### src/rtl/irig_b_pkg.sv
// irig_b_pkg: symbol codes, frame length and FSM state encoding shared by the IRIG-B frame sync.
package irig_b_pkg;
   localparam logic [7:0] SYM_P     = 8'h70;
   localparam logic [7:0] SYM_0     = 8'h30;
   localparam logic [7:0] SYM_1     = 8'h31;
   localparam logic [7:0] SYM_IDLE  = 8'h00;
   localparam logic [6:0] FRAME_LEN = 7'd100;
   typedef enum logic [1:0] {HUNT, PREF1, LOCKED} state_t;
endpackage

### src/rtl/irig_b_sym_sampler.sv
// irig_b_sym_sampler: symbol-period timing, mid-period symbol capture and idle (loss-of-signal) detection.
//   pll_c0, rst : clock, synchronous active-high reset
//   code        : incoming 8-bit symbol code
//   s_reg       : last captured symbol
//   s_vld       : one-cycle pulse when s_reg was just captured
//   los_hit     : idle counter has reached LOS_CYC
module irig_b_sym_sampler
   import irig_b_pkg::*;
#(
   parameter logic [31:0] CNT_10MS_MAX = 32'd1_249_999,
   parameter logic [31:0] SAMPLE_AT    = 32'd624_999,
   parameter logic [31:0] LOS_CYC      = 32'd2_500_000
) (
   input  logic       pll_c0,
   input  logic       rst,
   input  logic [7:0] code,
   output logic [7:0] s_reg,
   output logic       s_vld,
   output logic       los_hit
);
   logic [31:0] cnt_q, cnt_d, idle_q, idle_d;
   logic [7:0]  s_reg_q, s_reg_d;
   logic        s_vld_q, s_vld_d, idle, samp;
   // idle input holds the period counter at 0, so symbols re-align after every gap;
   // an idle code is never captured even if it lands on the sample point
   always_comb begin
      idle    = code == SYM_IDLE;
      samp    = cnt_q == SAMPLE_AT && !idle;
      cnt_d   = idle ? '0 : (cnt_q == CNT_10MS_MAX ? '0 : cnt_q + 32'd1);
      idle_d  = !idle ? '0 : (idle_q == LOS_CYC ? idle_q : idle_q + 32'd1);
      s_vld_d = samp;
      s_reg_d = samp ? code : s_reg_q;
   end
   always_ff @(posedge pll_c0) begin
      if (rst) begin
         cnt_q   <= '0;
         idle_q  <= '0;
         s_reg_q <= '0;
         s_vld_q <= 1'b0;
      end else begin
         cnt_q   <= cnt_d;
         idle_q  <= idle_d;
         s_reg_q <= s_reg_d;
         s_vld_q <= s_vld_d;
      end
   end
   assign s_reg   = s_reg_q;
   assign s_vld   = s_vld_q;
   assign los_hit = idle_q == LOS_CYC;
endmodule

### src/rtl/irig_b_frame_sync.sv
// irig_b_frame_sync: acquires double-P frame lock, tracks symbol index 0..99 and emits decoder strobes.
//   pll_c0, rst      : clock, synchronous active-high reset
//   moni_b_code_out  : symbol code (P / '0' / '1' / idle / invalid)
//   err_clr          : clears err_cnt
//   sym_stb, sym_idx, sym_bit, bit_stb : per-symbol strobe, frame position, bit value, data-bit strobe
//   frame_start, frame_done            : accepted P at idx 0 / idx 99
//   locked, frame_err, los, err_cnt    : lock status, framing error, loss of signal, saturating error count
module irig_b_frame_sync
   import irig_b_pkg::*;
#(
   parameter logic [31:0] CNT_10MS_MAX = 32'd1_249_999,
   parameter logic [31:0] SAMPLE_AT    = 32'd624_999,
   parameter logic [31:0] LOS_CYC      = 32'd2_500_000
) (
   input  logic       pll_c0,
   input  logic       rst,
   input  logic [7:0] moni_b_code_out,
   input  logic       err_clr,
   output logic       sym_stb,
   output logic [6:0] sym_idx,
   output logic       sym_bit,
   output logic       bit_stb,
   output logic       frame_start,
   output logic       frame_done,
   output logic       locked,
   output logic       frame_err,
   output logic       los,
   output logic [7:0] err_cnt
);
   logic [7:0] s_reg, err_cnt_q, err_cnt_d;
   logic       s_vld, los_hit, is_p, is_0, is_1, exp_p, sym_ok;
   logic [6:0] idx_q, idx_d, nidx;
   state_t     state_q, state_d;
   logic       sym_stb_q, sym_stb_d, sym_bit_q, sym_bit_d, bit_stb_q, bit_stb_d;
   logic       frame_start_q, frame_start_d, frame_done_q, frame_done_d;
   logic       locked_q, locked_d, frame_err_q, frame_err_d, los_q, los_d;
   irig_b_sym_sampler #(
      .CNT_10MS_MAX(CNT_10MS_MAX),
      .SAMPLE_AT   (SAMPLE_AT),
      .LOS_CYC     (LOS_CYC)
   ) u_sampler (
      .pll_c0 (pll_c0),
      .rst    (rst),
      .code   (moni_b_code_out),
      .s_reg  (s_reg),
      .s_vld  (s_vld),
      .los_hit(los_hit)
   );
   assign is_p   = s_reg == SYM_P;
   assign is_0   = s_reg == SYM_0;
   assign is_1   = s_reg == SYM_1;
   assign nidx   = idx_q == FRAME_LEN - 7'd1 ? '0 : idx_q + 7'd1;
   // position identifiers sit at idx 0 and every idx ending in 9
   assign exp_p  = nidx == '0 || 7'(nidx % 7'd10) == 7'd9;
   assign sym_ok = exp_p ? is_p : (is_0 || is_1);
   always_comb begin
      state_d       = state_q;
      idx_d         = idx_q;
      locked_d      = locked_q;
      sym_bit_d     = sym_bit_q;
      sym_stb_d     = 1'b0;
      bit_stb_d     = 1'b0;
      frame_start_d = 1'b0;
      frame_done_d  = 1'b0;
      frame_err_d   = 1'b0;
      los_d         = 1'b0;
      if (los_hit && state_q != HUNT) begin
         los_d    = 1'b1;
         locked_d = 1'b0;
         state_d  = HUNT;
      end else if (s_vld) begin
         sym_stb_d = 1'b1;
         sym_bit_d = is_1;
         if (state_q == HUNT) begin
            state_d = is_p ? PREF1 : HUNT;
         end else if (state_q == PREF1) begin
            state_d       = is_p ? LOCKED : HUNT;
            locked_d      = is_p;
            idx_d         = is_p ? '0 : idx_q;
            frame_start_d = is_p;
         end else if (sym_ok) begin
            idx_d         = nidx;
            bit_stb_d     = !exp_p;
            frame_start_d = nidx == '0;
            frame_done_d  = nidx == FRAME_LEN - 7'd1;
         end else begin
            frame_err_d = 1'b1;
            locked_d    = 1'b0;
            state_d     = HUNT;
         end
      end
      err_cnt_d = err_clr ? '0 : (frame_err_d && err_cnt_q != 8'hFF) ? err_cnt_q + 8'd1 : err_cnt_q;
   end
   always_ff @(posedge pll_c0) begin
      if (rst) begin
         state_q       <= HUNT;
         idx_q         <= '0;
         err_cnt_q     <= '0;
         sym_stb_q     <= 1'b0;
         sym_bit_q     <= 1'b0;
         bit_stb_q     <= 1'b0;
         frame_start_q <= 1'b0;
         frame_done_q  <= 1'b0;
         locked_q      <= 1'b0;
         frame_err_q   <= 1'b0;
         los_q         <= 1'b0;
      end else begin
         state_q       <= state_d;
         idx_q         <= idx_d;
         err_cnt_q     <= err_cnt_d;
         sym_stb_q     <= sym_stb_d;
         sym_bit_q     <= sym_bit_d;
         bit_stb_q     <= bit_stb_d;
         frame_start_q <= frame_start_d;
         frame_done_q  <= frame_done_d;
         locked_q      <= locked_d;
         frame_err_q   <= frame_err_d;
         los_q         <= los_d;
      end
   end
   assign sym_stb     = sym_stb_q;
   assign sym_idx     = idx_q;
   assign sym_bit     = sym_bit_q;
   assign bit_stb     = bit_stb_q;
   assign frame_start = frame_start_q;
   assign frame_done  = frame_done_q;
   assign locked      = locked_q;
   assign frame_err   = frame_err_q;
   assign los         = los_q;
   assign err_cnt     = err_cnt_q;
endmodule

### config.mk
export PLATFORM = sky130hd
export DESIGN_NAME = irig_b_frame_sync
export DESIGN_NICKNAME = d
export VERILOG_FILES = /design/src/rtl/irig_b_pkg.sv /design/src/rtl/irig_b_sym_sampler.sv /design/src/rtl/irig_b_frame_sync.sv
export SDC_FILE = /design/constraint.sdc
export NUM_CORES = 1
export LEC_CHECK = 0
export CORE_MARGIN = 4
export CORE_UTILIZATION = 45
export CTS_BUF_LIST = sky130_fd_sc_hd__clkbuf_8
export CTS_CLUSTER_SIZE = 28
export DETAILED_ROUTE_END_ITERATION = 8
export PLACE_DENSITY = 0.67
export RECOVER_POWER = 50
export SYNTH_ARGS = -nofsm -noshare
export SYNTH_HDL_FRONTEND = slang
export SYNTH_SLANG_ARGS = --single-unit
### constraint.sdc
create_clock -name pll_c0 -period 16.8 [get_ports pll_c0]
set_clock_uncertainty 0.2 [all_clocks]
set_input_delay 3.36 -clock pll_c0 [delete_from_list [all_inputs] [get_ports pll_c0]]
set_output_delay 3.36 -clock pll_c0 [all_outputs]
set_load 0.01 [all_outputs]
# After elaboration in Yosys (flattened, before gate mapping)
# Index checks and enable logic that the tools add are counted.
[totals] reg_bits=98 wordCells=82
[classes] addsub=4 div=1 n_eq_ne=14 mux=21 n_bitwise=5 reduce_logical=22
[ops] cell="adder 32 x 1 -> 32 bit, second input constant" count=2
[ops] cell="equality test 32 x 20 -> 1 bit, second input constant" count=1
[ops] cell="equality test 32 x 21 -> 1 bit, second input constant" count=1
[ops] cell="equality test 32 x 22 -> 1 bit, second input constant" count=1
[ops] cell="two-way mux 7 bit" count=4
[ops] cell="equality test 8 x 6 -> 1 bit, second input constant" count=2
[ops] cell="equality test 7 bit, second input constant" count=2
[ops] cell="two-way mux 1 bit" count=13
[ops] cell="adder 8 x 1 -> 8 bit, second input constant" count=1
[ops] cell="equality test 8 x 7 -> 1 bit, second input constant" count=1
[ops] cell="zero test 8 bit" count=1
[ops] cell="two-way mux 2 bit" count=4
[ops] cell="!= test 8 bit, second input constant" count=1
[ops] cell="adder 7 x 1 -> 7 bit, second input constant" count=1
[ops] cell="equality test 7 x 4 -> 1 bit, second input constant" count=1
[ops] cell="zero test 7 bit" count=1
[ops] cell="remainder unit 7 x 4 -> 7 bit, second input constant" count=1
[ops] cell="OR reduction 2 bit" count=3
[ops] cell="OR reduction 6 bit" count=1
[ops] cell="inverter 1 bit" count=5
[ops] cell="AND reduction 5 bit" count=1
[ops] cell="AND reduction 2 bit" count=2
[ops] cell="nonzero test 2 bit" count=2
[ops] cell="OR reduction 4 bit" count=1
[ops] cell="other kinds (10)" count=14

# Logic depth before layout (Yosys ltp)
# Gate-level depths: netlist of run 1.
[logic_depth] word_depth=12 ltp_mapped=27 mapped_depth_nobuf=25

# Hierarchy
# From an unflattened synthesis of run 1, not the netlist that was laid out.
[unflattened] cells_unflattened=686 hier_area_um2=5756.8
[by_module_without_submodules] mod="irig_b_sym_sampler" n_inst=1 cells_per_inst=405 area_per_inst_um2=3485.8 seq_area_each_um2=1461.4
[by_module_without_submodules] mod="irig_b_frame_sync" n_inst=1 cells_per_inst=281 area_per_inst_um2=2270.9 seq_area_each_um2=500.5

# Worst setup path after synthesis of run 1
# No wires, ideal clock.
[synth_timing] path_type="register to register" from="reg idx_q[0] (netlist: sym_idx[0])" to="reg frame_done_q (netlist: frame_done)" setup_time_ps=88 t_arrival_ps=5199 t_required_ps=16512 setup_slack_ps=11313 path_stages_with_launch=24 cell_sequence="dfxtp_1 ha_1 buf_6 a41oi_1 nand2_1 ha_1 a21oi_2 nor2_1 xnor2_1 ha_1 or3_1 and4b_1 o21ai_1 o21ai_0 o31a_1 ha_1 o21ai_0 or3_1 a311oi_1 o22a_2 mux2_4 or2_1 buf_6 nor4_4"
[synth_between] elab_chain_cells=8
[synth_rtl] element="start: declaration" line_no="irig_b_frame_sync.sv:32" rtl="logic [6:0] idx_q, idx_d, nidx;"
[synth_rtl] element="start signal: assignment" line_no="irig_b_frame_sync.sv:109" rtl="idx_q <= idx_d;"
[synth_rtl] element="adder 7 x 1 -> 7 bit or equality test 7 bit (tied branches)" line_no="irig_b_frame_sync.sv:52" rtl="assign nidx = idx_q == FRAME_LEN - 7'd1 ? '0 : idx_q + 7'd1;"
[synth_rtl] element="two-way mux 7 bit (*)" line_no="irig_b_frame_sync.sv:52"
[synth_rtl] element="remainder unit 7 x 4 -> 7 bit" line_no="irig_b_frame_sync.sv:54" rtl="assign exp_p = nidx == '0 || 7'(nidx % 7'd10) == 7'd9;"
[synth_rtl] element="equality test 7 x 4 -> 1 bit" line_no="irig_b_frame_sync.sv:54"
[synth_rtl] element="logical OR 1 bit" line_no="irig_b_frame_sync.sv:54"
[synth_rtl] element="two-way mux 1 bit" line_no="irig_b_frame_sync.sv:55" rtl="assign sym_ok = exp_p ? is_p : (is_0 || is_1);"
[synth_rtl] element="inverter 1 bit (no line)"
[synth_rtl] element="OR reduction 6 bit (no line)"
[synth_rtl] element="end signal: assignment" line_no="irig_b_frame_sync.sv:115" rtl="frame_done_q <= frame_done_d;"
[synth_rtl] element="end: declaration" line_no="irig_b_frame_sync.sv:35" rtl="logic frame_start_q, frame_start_d, frame_done_q, frame_done_d;"
# Every way passes the cells marked *; elsewhere a longest branch is shown, timed or not.
# A chain may end at the register's enable or synchronous reset.

# Worst setup path after layout of run 1
# Ends and elaborated chain as after synthesis.

==> results of run 1 <==
metrics by stage:
step,utilization,hold slack (ps)
2_1_floorplan,-,213
3_3_place_gp,0.496,228
3_5_place_dp,0.496,233
4_1_cts,0.512,247
5_1_grt,0.512,266
6_report,0.512,241
final cells by class:
class | count | area (um^2) | area share
Clock buffer | 10 | 138 | 0.0235
Inverter | 19 | 71.3 | 0.0122
Timing Repair Buffer | 34 | 338 | 0.0576
Multi-Input combinational cell | 481 | 3140 | 0.535
Sequential cell | 98 | 1960 | 0.334
Clock inverter | 6 | 41.3 | 0.00704
Tap cell | 143 | 179 | 0.0305
cells in the mapped netlist, drive strengths merged (15+ instances only):
| cell | n |
|---|---|
| ha | 15 |
| and3 | 22 |
| dfxtp | 98 |
| nand3 | 29 |
| nor4 | 17 |
| inv | 19 |
| or3 | 20 |
| a21oi | 20 |
| o21ai | 22 |
| nand2 | 58 |
| xnor2 | 16 |
| xor2 | 39 |
| nor2 | 84 |
logic make-up after synthesis:
group | Yosys count | synth area share
buffers and inverters | 40 | 0.0355
DFF | 98 | 0.371
xor gates and xnor gates | 55 | 0.0961
muxes | 16 | 0.0315
adders and majority gates | 15 | 0.0355
and+or+nand+nor | 300 | 0.300
AOI/OAI and AO/OA | 95 | 0.130
worst min-delay path by stage:
stage / from / to / slack (ps)
after floorplan: u_sampler.cnt_q[0] / u_sampler.cnt_q[0] / 210
after global placement: u_sampler.cnt_q[0] / u_sampler.cnt_q[0] / 230
after detailed placement: u_sampler.cnt_q[0] / u_sampler.cnt_q[0] / 230
after CTS: u_sampler.cnt_q[0] / u_sampler.cnt_q[0] / 250
after global routing: u_sampler.cnt_q[0] / u_sampler.cnt_q[0] / 270
final: u_sampler.cnt_q[0] / u_sampler.cnt_q[0] / 240
metal layers:
metal / track usage / vias to the layer above / share of wire / wire (um)
met5: 0 / - / 0 / 0
met4: 0.0487 / 0 / 0.012 / 136
li1: - / 2270 / - / -
met3: 0.0321 / 14 / 0.037 / 406
met1: 0.218 / 2104 / 0.48 / 5220
met2: 0.287 / 69 / 0.47 / 5190
critical path: cells and delay by family, from the launching register on:
| kind | cells | cell delay, ps |
|---|---|---|
| DFF | 1 | 430 |
| AOI/OAI and AO/OA | 11 | 2750 |
| xor gates and xnor gates | 1 | 130 |
| muxes | 1 | 330 |
| and+or+nand+nor | 6 | 1220 |
| adders and majority gates | 4 | 1120 |
power by group through the flow:
stage | Combinational (mW) | Clock (mW) | Sequential (mW)
4_1_cts | 0.00788 | 0.146 | 0.233
3_3_place_gp | 0.00766 | 0 | 0.239
3_5_place_dp | 0.00787 | 0 | 0.239
2_1_floorplan | 0.00413 | 0 | 0.238
6_report | 0.00767 | 0.140 | 0.233
5_1_grt | 0.00877 | 0.155 | 0.233
==> impl_metrics.tcl, run 1 <==
set metrics [dict create \
    outcome "completed" \
    peakVddDrop_v 0.0000846 \
    port-buffer-count 33 \
    yosys-top-cells-area "dfxtp_1 (37%), xor2_1 (6.1%), nor2_1 (6.0%)" \
    globalplace.congestion 0.850 \
    synth_edf_count 0 \
    crit_type "flop to flop" \
    pre_cts_slack_ps 10600 \
    drcViolationCount 0 \
    hold_depth 1 \
    dpl.cell_count 775 \
    fillers 1066 \
    diodes 0 \
    synth_area_leader_cell "dfxtp_1" \
    rr_worst_depth 23 \
    cpPeakStageDelay_ps 430 \
    place_area_um2 5690 \
    p_sw_uw 86.5 \
    r2r_end "frame_done" \
    p_per_area_nw_per_um2 64.9 \
    first_pass_iters 5 \
    die_y_um 116 \
    drt_iter0_drc 258 \
    clk_latency_ps 360 \
    crit_chain "ha_1 > a41oi_1 > nand2_1 > ha_1 > a21oi_2 > nor2_1 > xnor2_1 > ha_1 > a31oi_2 > o2111ai_1 > nand4b_4 > nor2_1 > o21ai_0 > o31a_1 > ha_1 > o221ai_1 > a41oi_1 > o31ai_1 > a311oi_1 > o22a_2 > mux2_4 > or2_1 > nor4_4" \
    die-area_um2 13500 \
    reg2reg_from "sym_idx[0]" \
    netlist_instances 619 \
    worst_pin_slew_ps 1190 \
    fin_ws_ps 10530 \
    tritoncts "yes" \
    mostFrequentLayoutCells "dfxtp_1 (98), nor2_1 (84), nand2_1 (57), xor2_1 (37), nand3_1 (28)" \
    vias_per_cell 5.63 \
    crit_path_max_fanout 11 \
    rsz0062_at_grt "false" \
    relSlewSlack 0.205 \
    power_frac_seq 0.612 \
    routed_wirelength_um 10900 \
    syn_area_um2 5290 \
    dieWidth_um 116 \
    drtAntennaViolNets 0 \
    cts_resized 0 \
    synth_top_area_frac 0.371 \
    ys.flop_type "dfxtp_1" \
    swShare 0.227 \
    final_common_cell "dfxtp_1" \
    cts_buffers 9 \
    r2r_slack_ps 10530 \
    worstSetupStartpointType "flop" \
    cp_common_cell "ha_1" \
    period_share 0.373 \
    power_frac_comb 0.020 \
    min_period_ps 6270 \
    antenna_found_initial 0 \
    p_int_uw 294 \
    syn_nets 645 \
    max_freq_mhz 160 \
    drive_above_1_share 0.0586 \
    arrival_ps 6340 \
    synth_warnings 0 \
    grt_max_degree 33 \
    grt_pass1_wl_um 19000 \
    yosys_register_bits 98 \
    async_reset_ff_frac 0 \
    crit_path_end "frame_done" \
    grtUsageTotal 0.169 \
    nNetsFinal 669 \
    syn_area_per_cell_um2 8.54 \
    core-area_um2 11500 \
    power_uw 381 \
    dp.final_hpwl_um 7980 \
    io_pins 34 \
    synth_seq_area_share 0.371 \
    vias 4457 \
    setup_viol_count_final 0 \
    h-tree-depth 3 \
    p_leak_nw 2.10 \
    clkTransAtPathRegs_ps 90 \
    root_buffer "clkbuf_8" \
    clkPwrFrac 0.368 \
    post-cts-setup-buffer-count 0 \
    tns_ps 0 \
    startpoint "sym_idx[0]" \
    hold_buffers 0 \
    end_kind "flop" \
    hold_path_class "flop to flop" \
    cts_sinks 98 \
    clock_path_buffers 2 \
    instances_no_fill 791 \
    start_util 0.461 \
    slew_violations 0 \
    overflow 0 \
    design_area_um2 5870 \
    final-hold-violation-count 0 \
    area_growth_pct 11.0 \
    top_regs "u_sampler.cnt_q (32), u_sampler.idle_q (32)" \
    wl_per_cell_um 13.8 \
    cpMaxStageDelayCell "dfxtp_1" \
    maxCapViolations 0 \
    num_rows 39 \
    yosysUniqueCellTypes 79 \
    grt_pass1_vias 4124 \
    required_ps 16880 \
]
Note: power is estimated with default switching activity, not from simulation.
==> run 2, diff against run 1 <==
--- a/config.mk
+++ b/config.mk
@@ -10,7 +10,7 @@
 export CTS_BUF_LIST = sky130_fd_sc_hd__clkbuf_8
 export CTS_CLUSTER_SIZE = 28
 export DETAILED_ROUTE_END_ITERATION = 8
-export PLACE_DENSITY = 0.67
+export PLACE_DENSITY = 0.7
 export RECOVER_POWER = 50
 export SYNTH_ARGS = -nofsm -noshare
 export SYNTH_HDL_FRONTEND = slang
==> constraint.sdc (replaced) <==
create_clock -name pll_c0 -period 5.52 [get_ports pll_c0]
set_clock_uncertainty 0.2 [all_clocks]
set_input_delay 1.104 -clock pll_c0 [delete_from_list [all_inputs] [get_ports pll_c0]]
set_output_delay 1.104 -clock pll_c0 [all_outputs]
set_load 0.01 [all_outputs]
==> impl_metrics.tcl, run 2 (same netlist as run 1, synthesis figures left out) <==
set metrics [dict create \
    cts_buffers 9 \
    nNetsFinal 687 \
    cpPeakStageDelay_ps 610 \
    hold_path_class "flop to flop" \
    outcome "completed" \
    io_pins 34 \
    r2r_slack_ps 210 \
    grt_pass1_wl_um 20500 \
    design_area_um2 6100 \
    crit_chain "buf_4 > nand3_1 > mux2_2 > nand2_1 > buf_4 > inv_1 > ha_1 > nor4_1 > o22ai_1 > nor2_1 > o21ai_0 > o31a_1 > ha_2 > o21ai_0 > or3_1 > a311oi_2 > o22a_2 > mux2_4 > or2_4 > nor4_4" \
    cts_sinks 98 \
    place_area_um2 5790 \
    tritoncts "yes" \
    pre_cts_slack_ps 64.1 \
    instances_no_fill 809 \
    slew_violations 0 \
    p_leak_nw 2.20 \
    dieWidth_um 116 \
    diodes 0 \
    drcViolationCount 0 \
    final-hold-violation-count 0 \
    drive_above_1_share 0.105 \
    max_freq_mhz 188 \
    p_int_uw 938 \
    hold_buffers 0 \
    fin_util 0.532 \
    hold_start "u_sampler.cnt_q[0]" \
    vias_per_cell 5.65 \
    power_frac_seq 0.594 \
    setup_viol_count_final 0 \
    p_per_area_nw_per_um2 196 \
    core-area_um2 11500 \
    start_util 0.461 \
    worstSetupStartpointType "flop" \
    crit_path_max_fanout 8 \
    clkTransAtPathRegs_ps 90 \
    clk_latency_ps 370 \
    mostFrequentLayoutCells "dfxtp_1 (95), nor2_1 (84), nand2_1 (57), xor2_1 (37), nand3_1 (28)" \
    maxCapViolations 0 \
    first_pass_iters 5 \
    peakVddDrop_v 0.000130 \
    min_period_ps 5310 \
    whs_endpoint "u_sampler.cnt_q[0]" \
    rr_worst_depth 20 \
    globalplace.congestion 0.865 \
    antenna_found_initial 0 \
    clock_path_buffers 2 \
    top_regs "u_sampler.cnt_q (32), u_sampler.idle_q (32)" \
    root_buffer "clkbuf_8" \
    required_ps 5610 \
    p_sw_uw 257 \
    end_kind "flop" \
    arrival_ps 5400 \
    overflow 0 \
    port-buffer-count 33 \
    final_common_cell "dfxtp_1" \
    grtUsageTotal 0.184 \
    num_rows 39 \
    fin_ws_ps 210 \
    r2r_end "frame_done" \
    grt_max_degree 33 \
    drtAntennaViolNets 0 \
    h-tree-depth 3 \
    cpMaxStageDelayCell "nor4_1" \
    die-area_um2 13500 \
    dpl.cell_count 789 \
    routed_wirelength_um 11700 \
    relSlewSlack 0.214 \
    drt_iter0_drc 242 \
    tns_ps 0 \
    die_y_um 116 \
    period_share 0.962 \
    area_growth_pct 15.4 \
    worst_pin_slew_ps 1180 \
    power_frac_comb 0.021 \
    grt_pass1_vias 4401 \
    swShare 0.215 \
    reg2reg_from "sym_idx[1]" \
    crit_type "flop to flop" \
    dp.final_hpwl_um 8590 \
    hold_depth 1 \
    clkPwrFrac 0.385 \
    vias 4573 \
    wl_per_cell_um 14.5 \
]
-- run 2: cell count changes in the layout (fill, tap and decap cells not counted), moves of 2 or more --
| cell | change |
|---|---|
| dfxtp_1 | -3 |
| ha_2 | +2 |
| nor3_1 | -2 |
| dlygate4sd3_1 | -3 |
| inv_6 | -2 |
| ha_1 | -3 |
| buf_4 | +17 |
| nor3_2 | +2 |
| dfxtp_2 | +3 |
| clkdlybuf4s50_1 | +3 |
-- run 2: layout make-up --
cell class,count,area (um^2)
Inverter,19,71.3
Clock inverter,6,58.8
Sequential cell,98,1970
Tap cell,143,179
Multi-Input combinational cell,481,3210
Timing Repair Buffer,52,477
Clock buffer,10,138
Fill cell,1038,5370
-- run 2: power by group through the flow --
stage / logic, mW / clock network (mW) / registers [mW]
floorplan: 0.0126 / 0 / 0.726
global placement: 0.0245 / 0 / 0.726
detailed placement: 0.0249 / 0 / 0.726
CTS: 0.0250 / 0.476 / 0.710
global route: 0.0274 / 0.503 / 0.710
finish: 0.0248 / 0.460 / 0.709
-- run 2: critical path, delay by kind of cell (launching register included) --
kind | cells | cell delay [ps]
compound gates | 6 | 1160
flops | 1 | 380
mux | 2 | 650
buf+inv | 3 | 410
fa+ha+maj | 2 | 670
simple gates | 7 | 1760
-- run 2: what timing repair did --
action	in CTS	in global routing
endpoints found under the hold margin	0	0
resized for setup	0	20
setup endpoints to repair	0	20
setup buffers	0	4
-- run 2: per-stage QoR --
| stage | power [mW] | hold WS [ps] |
|---|---|---|
| floorplan | 0.738 | 213 |
| global placement | 0.750 | 225 |
| detailed placement | 0.751 | 236 |
| CTS | 1.21 | 253 |
| global route | 1.24 | 267 |
| finish | 1.19 | 249 |
-- run 2: per-layer routing --
layer,global-route usage,vias up,wire (um)
met5,0,-,0
met4,0.0727,0,231
met3,0.0326,18,446
met2,0.304,79,5590
met1,0.239,2172,5450
li1,-,2304,-
-- run 2: worst max-delay path by stage --
| stage | from | slack [ps] | end | cells after the start |
|---|---|---|---|---|
| final | sym_idx[1] | 210 | frame_done | 20 |
| after detailed placement | sym_idx[0] | 60 | frame_done | 24 |
| after floorplan | sym_idx[0] | 30 | frame_done | 23 |
| after global routing | sym_idx[1] | -30 | frame_done | 24 |
| after global placement | sym_idx[5] | 180 | frame_done | 21 |
| after CTS | sym_idx[3] | 20 | frame_done | 23 |
